**config.mk**
```make
export PLATFORM = sky130hd
export DESIGN_NAME = result_bcd_converter_flat
export DESIGN_NICKNAME = d
export VERILOG_FILES = /design/src/rtl/result_bcd_converter_if.sv /design/src/rtl/result_bcd_converter.sv /design/src/flat_wrapper.sv
export SDC_FILE = /design/constraint.sdc
export NUM_CORES = 1
export LEC_CHECK = 0
export ABC_AREA = 1
export CORE_ASPECT_RATIO = 0.7
export CORE_MARGIN = 10
export CORE_UTILIZATION = 45
export CTS_BUF_LIST = sky130_fd_sc_hd__clkbuf_16
export DETAILED_ROUTE_END_ITERATION = 16
export PLACE_DENSITY = 0.71
export SYNTH_ARGS = -nofsm -noshare
export SYNTH_HDL_FRONTEND = slang
export SYNTH_SLANG_ARGS = --single-unit
```
**constraint.sdc**
```tcl
create_clock -name clk -period 2.6 [get_ports clk]
set_input_delay 0.52 -clock clk [delete_from_list [all_inputs] [get_ports clk]]
set_output_delay 0.52 -clock clk [all_outputs]
set_load 0.1 [all_outputs]
```
**src/rtl/result_bcd_converter_if.sv**
```systemverilog
// ---------------------------------------------------------------------------
// result_bcd_converter_if
//
// Bundles the start/busy/done/valid handshake and the result buses between
// the LCD writer (master) and the binary-to-BCD converter (slave).
//
// Parameters:
//   WIDTH  - binary input width
//   DIGITS - number of decimal digits produced
//
// Signals:
//   start       master -> slave  conversion request
//   bin_in      master -> slave  unsigned value to convert
//   busy        slave -> master  conversion in progress
//   done        slave -> master  one-cycle pulse when results update
//   valid       slave -> master  results hold a completed conversion
//   bcd_out     slave -> master  packed BCD, units digit in [3:0]
//   ascii_out   slave -> master  one ASCII char per digit, units in [7:0]
//   digit_count slave -> master  number of significant digits
// ---------------------------------------------------------------------------
interface result_bcd_converter_if #(
    parameter int WIDTH  = 16,
    parameter int DIGITS = 5
);
    logic                          start;
    logic [WIDTH-1:0]              bin_in;
    logic                          busy;
    logic                          done;
    logic                          valid;
    logic [4*DIGITS-1:0]           bcd_out;
    logic [8*DIGITS-1:0]           ascii_out;
    logic [$clog2(DIGITS+1)-1:0]   digit_count;

    modport master (
        output start, bin_in,
        input  busy, done, valid, bcd_out, ascii_out, digit_count
    );

    modport slave (
        input  start, bin_in,
        output busy, done, valid, bcd_out, ascii_out, digit_count
    );
endinterface

```
**src/rtl/result_bcd_converter.sv**
```systemverilog
// ---------------------------------------------------------------------------
// result_bcd_converter
//
// Sequential shift-and-add-3 (double-dabble) converter from the datapath's
// unsigned result register to decimal for the LCD. One input bit is consumed
// per clock; after WIDTH shifts the BCD digits, LCD-ready ASCII characters
// (leading zeros blanked to spaces, units digit always shown) and the
// significant-digit count are registered and a done pulse is issued.
//
// Ports:
//   clk  - rising-edge clock
//   rst  - asynchronous active-low reset
//   bus  - result_bcd_converter_if.slave (start/bin_in in, results out)
// ---------------------------------------------------------------------------
module result_bcd_converter #(
    parameter int WIDTH  = 16,
    parameter int DIGITS = 5
) (
    input  logic                   clk,
    input  logic                   rst,
    result_bcd_converter_if.slave  bus
);

    localparam int CNT_W = $clog2(WIDTH + 1);
    localparam int DC_W  = $clog2(DIGITS + 1);

    localparam logic [1:0] ST_IDLE   = 2'd0;
    localparam logic [1:0] ST_SHIFT  = 2'd1;
    localparam logic [1:0] ST_FINISH = 2'd2;

    logic [1:0]          state;
    logic [WIDTH-1:0]    shift_reg;
    logic [4*DIGITS-1:0] scratch;
    logic [CNT_W-1:0]    bit_cnt;

    logic                done_r;
    logic                valid_r;
    logic [4*DIGITS-1:0] bcd_r;
    logic [8*DIGITS-1:0] ascii_r;
    logic [DC_W-1:0]     count_r;

    logic [4*DIGITS-1:0] adjusted;
    logic [8*DIGITS-1:0] ascii_next;
    logic [DC_W-1:0]     count_next;

    // Add-3 correction on the pre-shift digits, so that after the left shift
    // no digit can exceed 9.
    always_comb begin
        adjusted = scratch;
        for (int i = 0; i < DIGITS; i++) begin
            if (scratch[4*i +: 4] >= 4'd5)
                adjusted[4*i +: 4] = scratch[4*i +: 4] + 4'd3;
        end
    end

    // Formatting of the finished scratch digits. The highest nonzero digit
    // sets both the digit count and the blanking boundary; an all-zero value
    // leaves the boundary at the units digit so "0" is still displayed.
    always_comb begin
        int msd;
        msd        = 0;
        ascii_next = '0;
        for (int i = 0; i < DIGITS; i++) begin
            if (scratch[4*i +: 4] != 4'd0)
                msd = i;
        end
        for (int i = 0; i < DIGITS; i++) begin
            if (i > msd)
                ascii_next[8*i +: 8] = 8'h20;
            else
                ascii_next[8*i +: 8] = 8'h30 + {4'h0, scratch[4*i +: 4]};
        end
        count_next = DC_W'(msd + 1);
    end

    // Control FSM and datapath. Results are only written in FINISH so they
    // hold their previous values throughout a new conversion.
    always_ff @(posedge clk or negedge rst) begin
        if (!rst) begin
            state     <= ST_IDLE;
            shift_reg <= '0;
            scratch   <= '0;
            bit_cnt   <= '0;
            done_r    <= 1'b0;
            valid_r   <= 1'b0;
            bcd_r     <= '0;
            ascii_r   <= {DIGITS{8'h20}};
            count_r   <= '0;
        end else begin
            done_r <= 1'b0;
            case (state)
                ST_IDLE: begin
                    if (bus.start) begin
                        shift_reg <= bus.bin_in;
                        scratch   <= '0;
                        bit_cnt   <= CNT_W'(WIDTH);
                        valid_r   <= 1'b0;
                        state     <= ST_SHIFT;
                    end
                end
                ST_SHIFT: begin
                    {scratch, shift_reg} <= {adjusted, shift_reg} << 1;
                    bit_cnt              <= bit_cnt - CNT_W'(1);
                    if (bit_cnt == CNT_W'(1))
                        state <= ST_FINISH;
                end
                ST_FINISH: begin
                    bcd_r   <= scratch;
                    ascii_r <= ascii_next;
                    count_r <= count_next;
                    valid_r <= 1'b1;
                    done_r  <= 1'b1;
                    state   <= ST_IDLE;
                end
                default: state <= ST_IDLE;
            endcase
        end
    end

    assign bus.busy        = (state != ST_IDLE);
    assign bus.done        = done_r;
    assign bus.valid       = valid_r;
    assign bus.bcd_out     = bcd_r;
    assign bus.ascii_out   = ascii_r;
    assign bus.digit_count = count_r;

endmodule

```
**src/flat_wrapper.sv**
```systemverilog
// flat-port wrapper written by rule: the top's interface ports become plain ports
module result_bcd_converter_flat 
#(
    parameter int WIDTH  = 16,
    parameter int DIGITS = 5
)
  (clk, rst, bus_start, bus_bin_in, bus_busy, bus_done, bus_valid, bus_bcd_out, bus_ascii_out, bus_digit_count);
  result_bcd_converter_if #(.WIDTH(WIDTH), .DIGITS(DIGITS)) bus_i ();
  input  logic clk;
  input  logic rst;
  input wire logic [$bits(bus_i.start)-1:0] bus_start;
  input wire logic [$bits(bus_i.bin_in)-1:0] bus_bin_in;
  output wire logic [$bits(bus_i.busy)-1:0] bus_busy;
  output wire logic [$bits(bus_i.done)-1:0] bus_done;
  output wire logic [$bits(bus_i.valid)-1:0] bus_valid;
  output wire logic [$bits(bus_i.bcd_out)-1:0] bus_bcd_out;
  output wire logic [$bits(bus_i.ascii_out)-1:0] bus_ascii_out;
  output wire logic [$bits(bus_i.digit_count)-1:0] bus_digit_count;
  assign bus_i.start = bus_start;
  assign bus_i.bin_in = bus_bin_in;
  assign bus_busy = bus_i.busy;
  assign bus_done = bus_i.done;
  assign bus_valid = bus_i.valid;
  assign bus_bcd_out = bus_i.bcd_out;
  assign bus_ascii_out = bus_i.ascii_out;
  assign bus_digit_count = bus_i.digit_count;
  result_bcd_converter #(.WIDTH(WIDTH), .DIGITS(DIGITS)) u_core (.clk(clk), .rst(rst), .bus(bus_i));
endmodule
```
==> results.md, run 1 <==
* Status: finished, final reports clean
* CP Launch Type: flip-flop
* H-tree levels at 3
* I/O Buffers at 69
* Initial antenna violation count at 0
* Worst EP required at 2830 ps
* DRC viols at 0
* Final period util at between 80% and 90%
* Routed WL per cell at roughly 15 µm
* Total number of vias at around 3400
* First-pass GRT wire length at ~17000 µm
* Longest Clk Path Bufs at 2
* PD cells at ~1500 nW/µm²
* Clk pin slew, worst setup/hold paths at 70 ps
* DPL Wire Length at between 7000 and 8000 µm
* Area Growth Syn to Fin at 21.5%
* Post-Syn Instances at 485
* Chip width at between 100 and 150 µm
* Final Power at about 7.6 mW
* CTS Buf Count at 9
* Worst min-delay path class: in -> async
* NumNets Final at approximately 590
* CTS tree: done
* Post-synth ARST share at 100%
* Placed cell count at 666
* Fin. Hold Viols at 0
* Final worst path period need at 2250 ps
* CTS Sinks at 93
* I/O pin count at 85
* Crit path buffers/inverters at 3
* GRT Total Usage at roughly 15%
* Slew @ Worst Pin at slightly below 600 ps
* IR drop worst, VDD at around 0.65 mV
* Initial Util at a little under half
* Skew-Pair Late Insertion Delay at ~340 ps
* Synth warnings at 0
* Initial DRC count at between 200 and 300
* CP Max Fanout at 5
* Final Max Tran Viols at 0
* Worst path cell trace: inv_1 -> ha_1 -> nand2_1 -> nor2_1 -> inv_1 -> o21ai_0 -> nand2_1 -> ha_1 -> inv_1 -> nand4_1 -> nor2_1 -> nor2_1
* Post-CTS Setup Inserts at 0
* Netlist cell types at 27
* Commonest non-fill, non-tap cell in the layout: nand2_1
* Fmax at about 440 MHz
* Commonest non-fill, non-tap cells in the layout: nand2_1, dfrtp_1, buf_4
* Final WL at 10000 µm
* Synthesized area at between 4000 and 5000 µm²
* Vias per cell at 4.95
* Largest net degree at the start of global routing at 57
* Relative slew slack at approximately 60%
* Die Ht at approximately 100 µm
* Crit-path max cell delay at between 400 and 500 ps
* WP data arrival at around 2500 ps
* Drt pass-1 iters at 5
* Final Instance Area at just over 5000 µm²
* Number of synthesized register bits at 93
* Vias in the first global route at between 3000 and 4000
* Synth Flop Type: dfrtp_1
* Post-cts sizing count at 0
* Antenna viol nets, final at 0
* Clock Skew at just over 9 ps
* CTS Root Cell: clkbuf_16
* Worst path slowest cell: dfrtp_1
* RD Place Congestion at 0.798
* Cts hold-fix bufs at 0
* Final cell count without fillers at 682
* Grt total ovfl at 0
* RSZ-0062 raised after global routing: false
* Mean Syn Cell Area at 8.76 µm²
* Leak Pwr at ~2.6 nW
* CORE AREA at around 9100 µm²
* Setup-failing EPs final at 0
* Post-synthesis sequential area ratio at 54.8%
* Num rows at 29
* Final setup TNS at 0 ps
* Layout cells sized above 1 at 15.4%
* Crit-path leading delay family: simple AND/OR/NAND/NOR gates
* Max-cap violation count at 0
* Ant. Diodes at 0
* Critical path type: reg -> reg
* Die ar. at roughly 14000 µm²
* EDFF count, synth at 0
* CP Capture Type: flip-flop
* Max reg flops at 25
* Placed cell area at between 4000 and 5000 µm²
==> layer usage <==
| layer | share of wire [%] | vias to the layer above | GRT usage [%] |
|---|---|---|---|
| met1 | 45 | 1597 | 18.9 |
| li1 | - | 1671 | - |
| met5 | 0 | - | 0 |
| met2 | 46 | 99 | 23.0 |
| met4 | 1.4 | 0 | 4.57 |
| met3 | 8.1 | 12 | 5.79 |
==> kinds of logic (layout without fill, tap and decap cells) <==
logic type | Yosys count | in the layout | synth area share (%)
AND/OR/NAND/NOR | 209 | 209 | 20.1
AO/OA/AOI/OAI | 88 | 88 | 11.7
multiplexers | 1 | 1 | 0.236
other | 2 | 15 | 0.177
buffers and inverters | 78 | 138 | 8.95
flip-flops | 93 | 93 | 54.8
adder cells (fa/ha/maj) | 14 | 14 | 4.12
==> worst register-to-register path, cell delays in order (launching register included) <==
cell and delay, ps:
dfrtp_1 420, inv_1 150, ha_1 190, nand2_1 80, nor2_1 160, inv_1 120, o21ai_0 230, nand2_1 90
ha_1 180, inv_1 50, nand4_1 230, nor2_1 160, nor2_1 50
==> power breakdown <==
group          internal [mW]  total, mW  leakage, nW  switching, mW
Clock                  0.750       1.31        0.147          0.565
Combinational          0.969       3.95         1.35           2.98
Sequential              1.98       2.34         1.10          0.354
Total                   3.70       7.60         2.60           3.90
==> Yosys cell counts, types with 2 or more instances <==
cell type	count	share of area [%]
nor2_4	2	0.53
buf_2	13	1.5
o21ai_1	4	0.47
o211ai_1	10	1.8
a21oi_1	13	1.5
inv_2	4	0.35
o21ai_0	48	5.7
nand2_1	148	13
conb_1	2	0.18
dfrtp_1	93	55
nor2_2	2	0.29
nor2_1	27	2.4
ha_1	14	4.1
inv_1	42	3.7
nand3_1	26	3.1
buf_4	17	3.0
a22oi_1	6	1.1
o22ai_1	5	0.74
==> final timing paths <==
path                                               startpoint  slack [ps]  depth (start not counted)                                  end
min in group clk                u_core.bit_cnt[4]$_DFFE_PN0P_         480                          1        u_core.bit_cnt[4]$_DFFE_PN0P_
max in group asynchronous                                 rst        1760                          2   u_core.bus.bcd_out[12]$_DFFE_PN0P_
worst max register to register  u_core.scratch[8]$_DFFE_PN0P_         350                         12  u_core.bus.ascii_out[4]$_DFFE_PN0P_
worst max-delay path            u_core.scratch[8]$_DFFE_PN0P_         350                         12  u_core.bus.ascii_out[4]$_DFFE_PN0P_
worst min register to register  u_core.bit_cnt[4]$_DFFE_PN0P_         480                          1        u_core.bit_cnt[4]$_DFFE_PN0P_
worst min-delay path                                      rst         180                          1   u_core.bus.bcd_out[10]$_DFFE_PN0P_
==> cell type report <==
type / instances / area (µm²)
multi-input combinational: 327 / 1590
clock inverter: 7 / 76.3
tap: 124 / 155
sequential: 93 / 2330
timing repair buffer: 76 / 613
clock buffer: 9 / 225
inverter: 46 / 173
fill: 826 / 3980
==> through the flow <==
stage               utilization, %  hold WS [ps]  setup WS, ps
floorplan                        -           224           770
global placement              53.1           450           561
detailed placement            53.1           466           425
CTS                           56.4           199           397
global route                  56.4           229           159
finish                        56.4           181           350
No activity file was read; power rests on OpenSTA's default activity.
==> inputs of run 2 (changes only) <==
==> constraint.sdc (replaced) <==
create_clock -name clk -period 2.5 [get_ports clk]
set_input_delay 0.5 -clock clk [delete_from_list [all_inputs] [get_ports clk]]
set_output_delay 0.5 -clock clk [all_outputs]
set_load 0.1 [all_outputs]
==> results.md, run 2 (synthesized netlist as in run 1, its figures left out) <==
* Status: finished, final reports clean
* Final worst path period need at ~2200 ps
* CTS Buf Count at 9
* Clock Skew at approximately 7.5 ps
* WP data arrival at 2420 ps
* Crit path buffers/inverters at 3
* H-tree levels at 3
* CTS Root Cell: clkbuf_16
* GRT Total Usage at 14.8%
* Grt total ovfl at 0
* Layout cells sized above 1 at 15.2%
* CP Launch Type: flip-flop
* Total number of vias at around 3400
* Worst EP required at approximately 2700 ps
* Skew-Pair Late Insertion Delay at between 300 and 400 ps
* Ant. Diodes at 0
* Routed WL per cell at ~15 µm
* CORE AREA at about 9100 µm²
* Post-cts sizing count at 0
* Fmax at around 460 MHz
* Area Growth Syn to Fin at 20.9%
* Chip width at between 100 and 150 µm
* Largest net degree at the start of global routing at 57
* Initial DRC count at ~320
* Placed cell count at between 600 and 700
* Antenna viol nets, final at 0
* I/O Buffers at 69
* Longest Clk Path Bufs at 2
* Final Power at ~7.8 mW
* Fin. Hold Viols at 0
* Setup-failing EPs final at 0
* Drt pass-1 iters at 5
* Die Ht at ~100 µm
* DPL Wire Length at about 7300 µm
* Crit-path max cell delay at 430 ps
* Initial Util at between 40 and 50%
* Crit-path leading delay family: simple AND/OR/NAND/NOR gates
* CP Capture Type: flip-flop
* DRC viols at 0
* Commonest non-fill, non-tap cells in the layout: nand2_1, dfrtp_1, buf_4
* RD Place Congestion at 0.791
* Final WL at roughly 10000 µm
* CTS Sinks at 93
* Commonest non-fill, non-tap cell in the layout: nand2_1
* Num rows at 29
* IR drop worst, VDD at 0.891 mV
* Final period util at 87.5%
* Max-cap violation count at 0
* Relative slew slack at between 60% and 70%
* Final setup TNS at 0 ps
* CP Max Fanout at 5
* Leak Pwr at 2.60 nW
* Final cell count without fillers at ~700
* Max reg flops at 25
* Initial antenna violation count at 0
* First-pass GRT wire length at between 15000 and 20000 µm
* RSZ-0062 raised after global routing: false
* Critical path type: reg -> reg
* Final Max Tran Viols at 0
* Worst path slowest cell: dfrtp_1
* PD cells at about 1500 nW/µm²
* Vias per cell at just under 5
* Worst min-delay path class: in -> async
* Post-CTS Setup Inserts at 0
* I/O pin count at 85
* Cts hold-fix bufs at 0
* Worst path cell trace: inv_1 -> ha_1 -> nand2_1 -> nor2_1 -> inv_1 -> o21ai_0 -> nand2_1 -> ha_1 -> inv_1 -> nand4_1 -> nor2_1 -> nor2_1
* Die ar. at approximately 14000 µm²
* Slew @ Worst Pin at between 500 and 600 ps
* NumNets Final at about 600
* Clk pin slew, worst setup/hold paths at 70 ps
* CTS tree: done
* Vias in the first global route at around 3300
[run 2: cell count changes in the layout (fill, tap and decap cells not counted), moves of 2 or more]
| cell | before | now |
|---|---|---|
| clkinv_4 | 3 | 1 |
| clkinv_2 | 0 | 2 |
| buf_4 | 59 | 61 |
| clkinv_1 | 0 | 3 |
[run 2: layout make-up]
cell class                 instances  area, µm²
sequential                        93       2330
fill                             875       4010
clock buffer                       9        225
tap                              124        155
inverter                          46        173
multi-input combinational        327       1590
timing repair buffer              78        628
clock inverter                     7       33.8
[run 2: power breakdown]
part / leakage [nW] / total, mW / internal [mW] / switching [mW]
logic: 1.36 / 4.12 / 1.02 / 3.10
clock network: 0.133 / 1.19 / 0.657 / 0.537
registers: 1.10 / 2.44 / 2.06 / 0.375
total: 2.60 / 7.75 / 3.74 / 4.01
[run 2: path summary, 6_finish.rpt]
path / slack, ps / cells past startpoint / startpoint / end
max: 310 / 12 / u_core.scratch[8]$_DFFE_PN0P_ / u_core.bus.ascii_out[4]$_DFFE_PN0P_
min: 160 / 1 / rst / u_core.bus.ascii_out[35]$_DFFE_PN0P_
max reg2reg: 310 / 12 / u_core.scratch[8]$_DFFE_PN0P_ / u_core.bus.ascii_out[4]$_DFFE_PN0P_
min reg2reg: 480 / 2 / u_core.bus.ascii_out[34]$_DFFE_PN0P_ / u_core.bus.ascii_out[34]$_DFFE_PN0P_
max in group asynchronous: 1650 / 2 / rst / u_core.bus.bcd_out[6]$_DFFE_PN0P_
min in group clk: 480 / 2 / u_core.bus.ascii_out[34]$_DFFE_PN0P_ / u_core.bus.ascii_out[34]$_DFFE_PN0P_
[run 2: stage by stage]
stage / setup WS, ps / utilization [%] / cell area [µm²] / hold WS (ps)
2_1_floorplan: 670 / - / 4300 / 204
3_3_place_gp: 494 / 53.3 / 4870 / 449
3_5_place_dp: 347 / 53.3 / 4870 / 467
4_1_cts: 348 / 56.1 / 5130 / 186
5_1_grt: 91.4 / 56.1 / 5130 / 202
6_report: 311 / 56.1 / 5130 / 162
[run 2: layer usage]
metal	GRT usage, %	vias up	wire (µm)
li1	-	1665	-
met1	19.7	1622	4580
met2	22.9	102	4590
met3	5.24	7	869
met4	3.18	0	67
met5	0	-	0
==> inputs of run 3 (changes only) <==
--- a/config.mk
+++ b/config.mk
@@ -7,7 +7,7 @@
 export LEC_CHECK = 0
 export ABC_AREA = 1
 export CORE_ASPECT_RATIO = 0.7
-export CORE_MARGIN = 10
+export CORE_MARGIN = 1.5
 export CORE_UTILIZATION = 45
 export CTS_BUF_LIST = sky130_fd_sc_hd__clkbuf_16
 export DETAILED_ROUTE_END_ITERATION = 16
==> results.md, run 3 (synthesized netlist as in run 1, its figures left out) <==
* I/O Buffers at slightly below 70
* Die Ht at 84.3 µm
* Clock Skew at 7.80 ps
* Antenna viol nets, final at 0
* Relative slew slack at between 60% and 70%
* Largest net degree at the start of global routing at between 50 and 60
* Final WL at 8870 µm
* DRC viols at 0
* RD Place Congestion at around 0.77
* Commonest non-fill, non-tap cell in the layout: nand2_1
* Vias per cell at roughly 4.9
* Worst path slowest cell: dfrtp_1
* Critical path type: reg -> reg
* CTS Sinks at 93
* CTS tree: done
* Grt total ovfl at 0
* H-tree levels at 3
* Max-cap violation count at 0
* Crit-path max cell delay at 420 ps
* Fmax at about 470 MHz
* Total number of vias at between 3000 and 4000
* Final worst path period need at 2130 ps
* CTS Root Cell: clkbuf_16
* Worst min-delay path class: in -> async
* Initial DRC count at 200
* Commonest non-fill, non-tap cells in the layout: nand2_1, dfrtp_1, buf_4
* WP data arrival at ~2400 ps
* CTS Buf Count at 9
* # fillers at 843
* Skew-Pair Late Insertion Delay at approximately 340 ps
* CP Capture Type: flip-flop
* Status: finished, final reports clean
* I/O pin count at 85
* Die ar. at between 10000 and 15000 µm²
* Crit-path leading delay family: simple AND/OR/NAND/NOR gates
* Clk pin slew, worst setup/hold paths at approximately 60 ps
* Routed WL per cell at between 10 and 15 µm
* Reg2Reg Launch Point: u_core.scratch[8]$_DFFE_PN0P_
* Ant. Diodes at 0
* Layout cells sized above 1 at 14.9%
* Drt pass-1 iters at 4
* Area Growth Syn to Fin at 21.4%
* CORE AREA at between 9000 and 10000 µm²
* Final setup TNS at 0 ps
* Slew @ Worst Pin at ~530 ps
* DPL Wire Length at slightly above 6000 µm
* Max reg flops at 25
* CP Max Fanout at 5
* Final period util at between 80% and 90%
* Num rows at 29
* Final Worst Setup Slack at around 370 ps
* Initial antenna violation count at 0
* GRT Total Usage at between 10% and 20%
* Initial Util at 46.6%
* Longest Clk Path Bufs at 2
* Fin. Hold Viols at 0
* Vias in the first global route at between 3000 and 4000
* Final Max Tran Viols at 0
* NumNets Final at 586
* CP Launch Type: flip-flop
* RSZ-0062 raised after global routing: false
* Worst EP required at around 2700 ps
* Crit path buffers/inverters at 3
* Crit path launch: u_core.scratch[8]$_DFFE_PN0P_
* Chip width at approximately 120 µm
* First-pass GRT wire length at about 15000 µm
* Setup-failing EPs final at 0
* Worst path cell trace: inv_1 -> ha_1 -> nand2_1 -> nor2_1 -> inv_1 -> o21ai_1 -> nand2_1 -> ha_1 -> inv_1 -> nand4_1 -> nor2_1 -> nor2_1
* Fin util at 56.6%
* Place WS at roughly 310 ps
run 3: cell types whose count changed in the layout (fill, tap and decap cells not counted), sizes merged:
cell,change
clkinvlp,+1
clkinv,-2
buf,-2
bufinv,+1
run 3: worst reg2reg max path, delay by kind of cell, from the launching register on:
kind / cells / cell delay, ps
compound gates: 1 / 190
fa+ha+maj: 2 / 370
buf+inv: 3 / 310
flops: 1 / 420
simple gates: 6 / 740
run 3: stage by stage:
| stage | std cells | cell area, µm² | hold WS (ps) |
|---|---|---|---|
| after floorplan | 498 | 4300 | 204 |
| after global placement | 666 | 4870 | 371 |
| after detailed placement | 666 | 4870 | 378 |
| after CTS | 682 | 5150 | 13.6 |
| after global routing | 682 | 5150 | 16.5 |
| final | 682 | 5150 | 10.4 |
run 3: repair_timing:
action	CTS	global route
hold buffers	0	0
buffers inserted	0	0
setup endpoints to repair	0	5
gates resized for setup	0	1
run 3: per-layer routing:
layer / share of wire [%] / vias up / GRT usage, %
met5: 0 / - / 0
met4: 0.54 / 0 / 5.59
met1: 49 / 1578 / 26.8
met3: 5.7 / 6 / 5.50
li1: - / 1669 / -
met2: 45 / 91 / 29.7
run 3: final timing paths:
check | slack (ps) | to | cells after the start
worst max-delay path | 370 | u_core.bus.ascii_out[4]$_DFFE_PN0P_ | 12
worst min-delay path | 10 | u_core.shift_reg[9]$_DFFE_PN0P_ | 1
worst max register to register | 370 | u_core.bus.ascii_out[4]$_DFFE_PN0P_ | 12
worst min register to register | 470 | u_core.bit_cnt[4]$_DFFE_PN0P_ | 1
max in group asynchronous | 1820 | u_core.bus.bcd_out[8]$_DFFE_PN0P_ | 2
min in group clk | 470 | u_core.bit_cnt[4]$_DFFE_PN0P_ | 1
run 3: cell type report:
cell class              count  area, µm²  area share [%]
clock buffers               9        225            4.37
clock inverters             7       57.6            1.12
inverters                  46        173            3.35
multi-input cells         327       1590            30.9
flip-flops and latches     93       2330            45.1
well taps                 124        155            3.01
repair buffers             76        626            12.1
Power of run 3 is left out: the tool's default activity adds up to more than one toggle a clock period on the data nets, which glitch-free logic cannot reach.
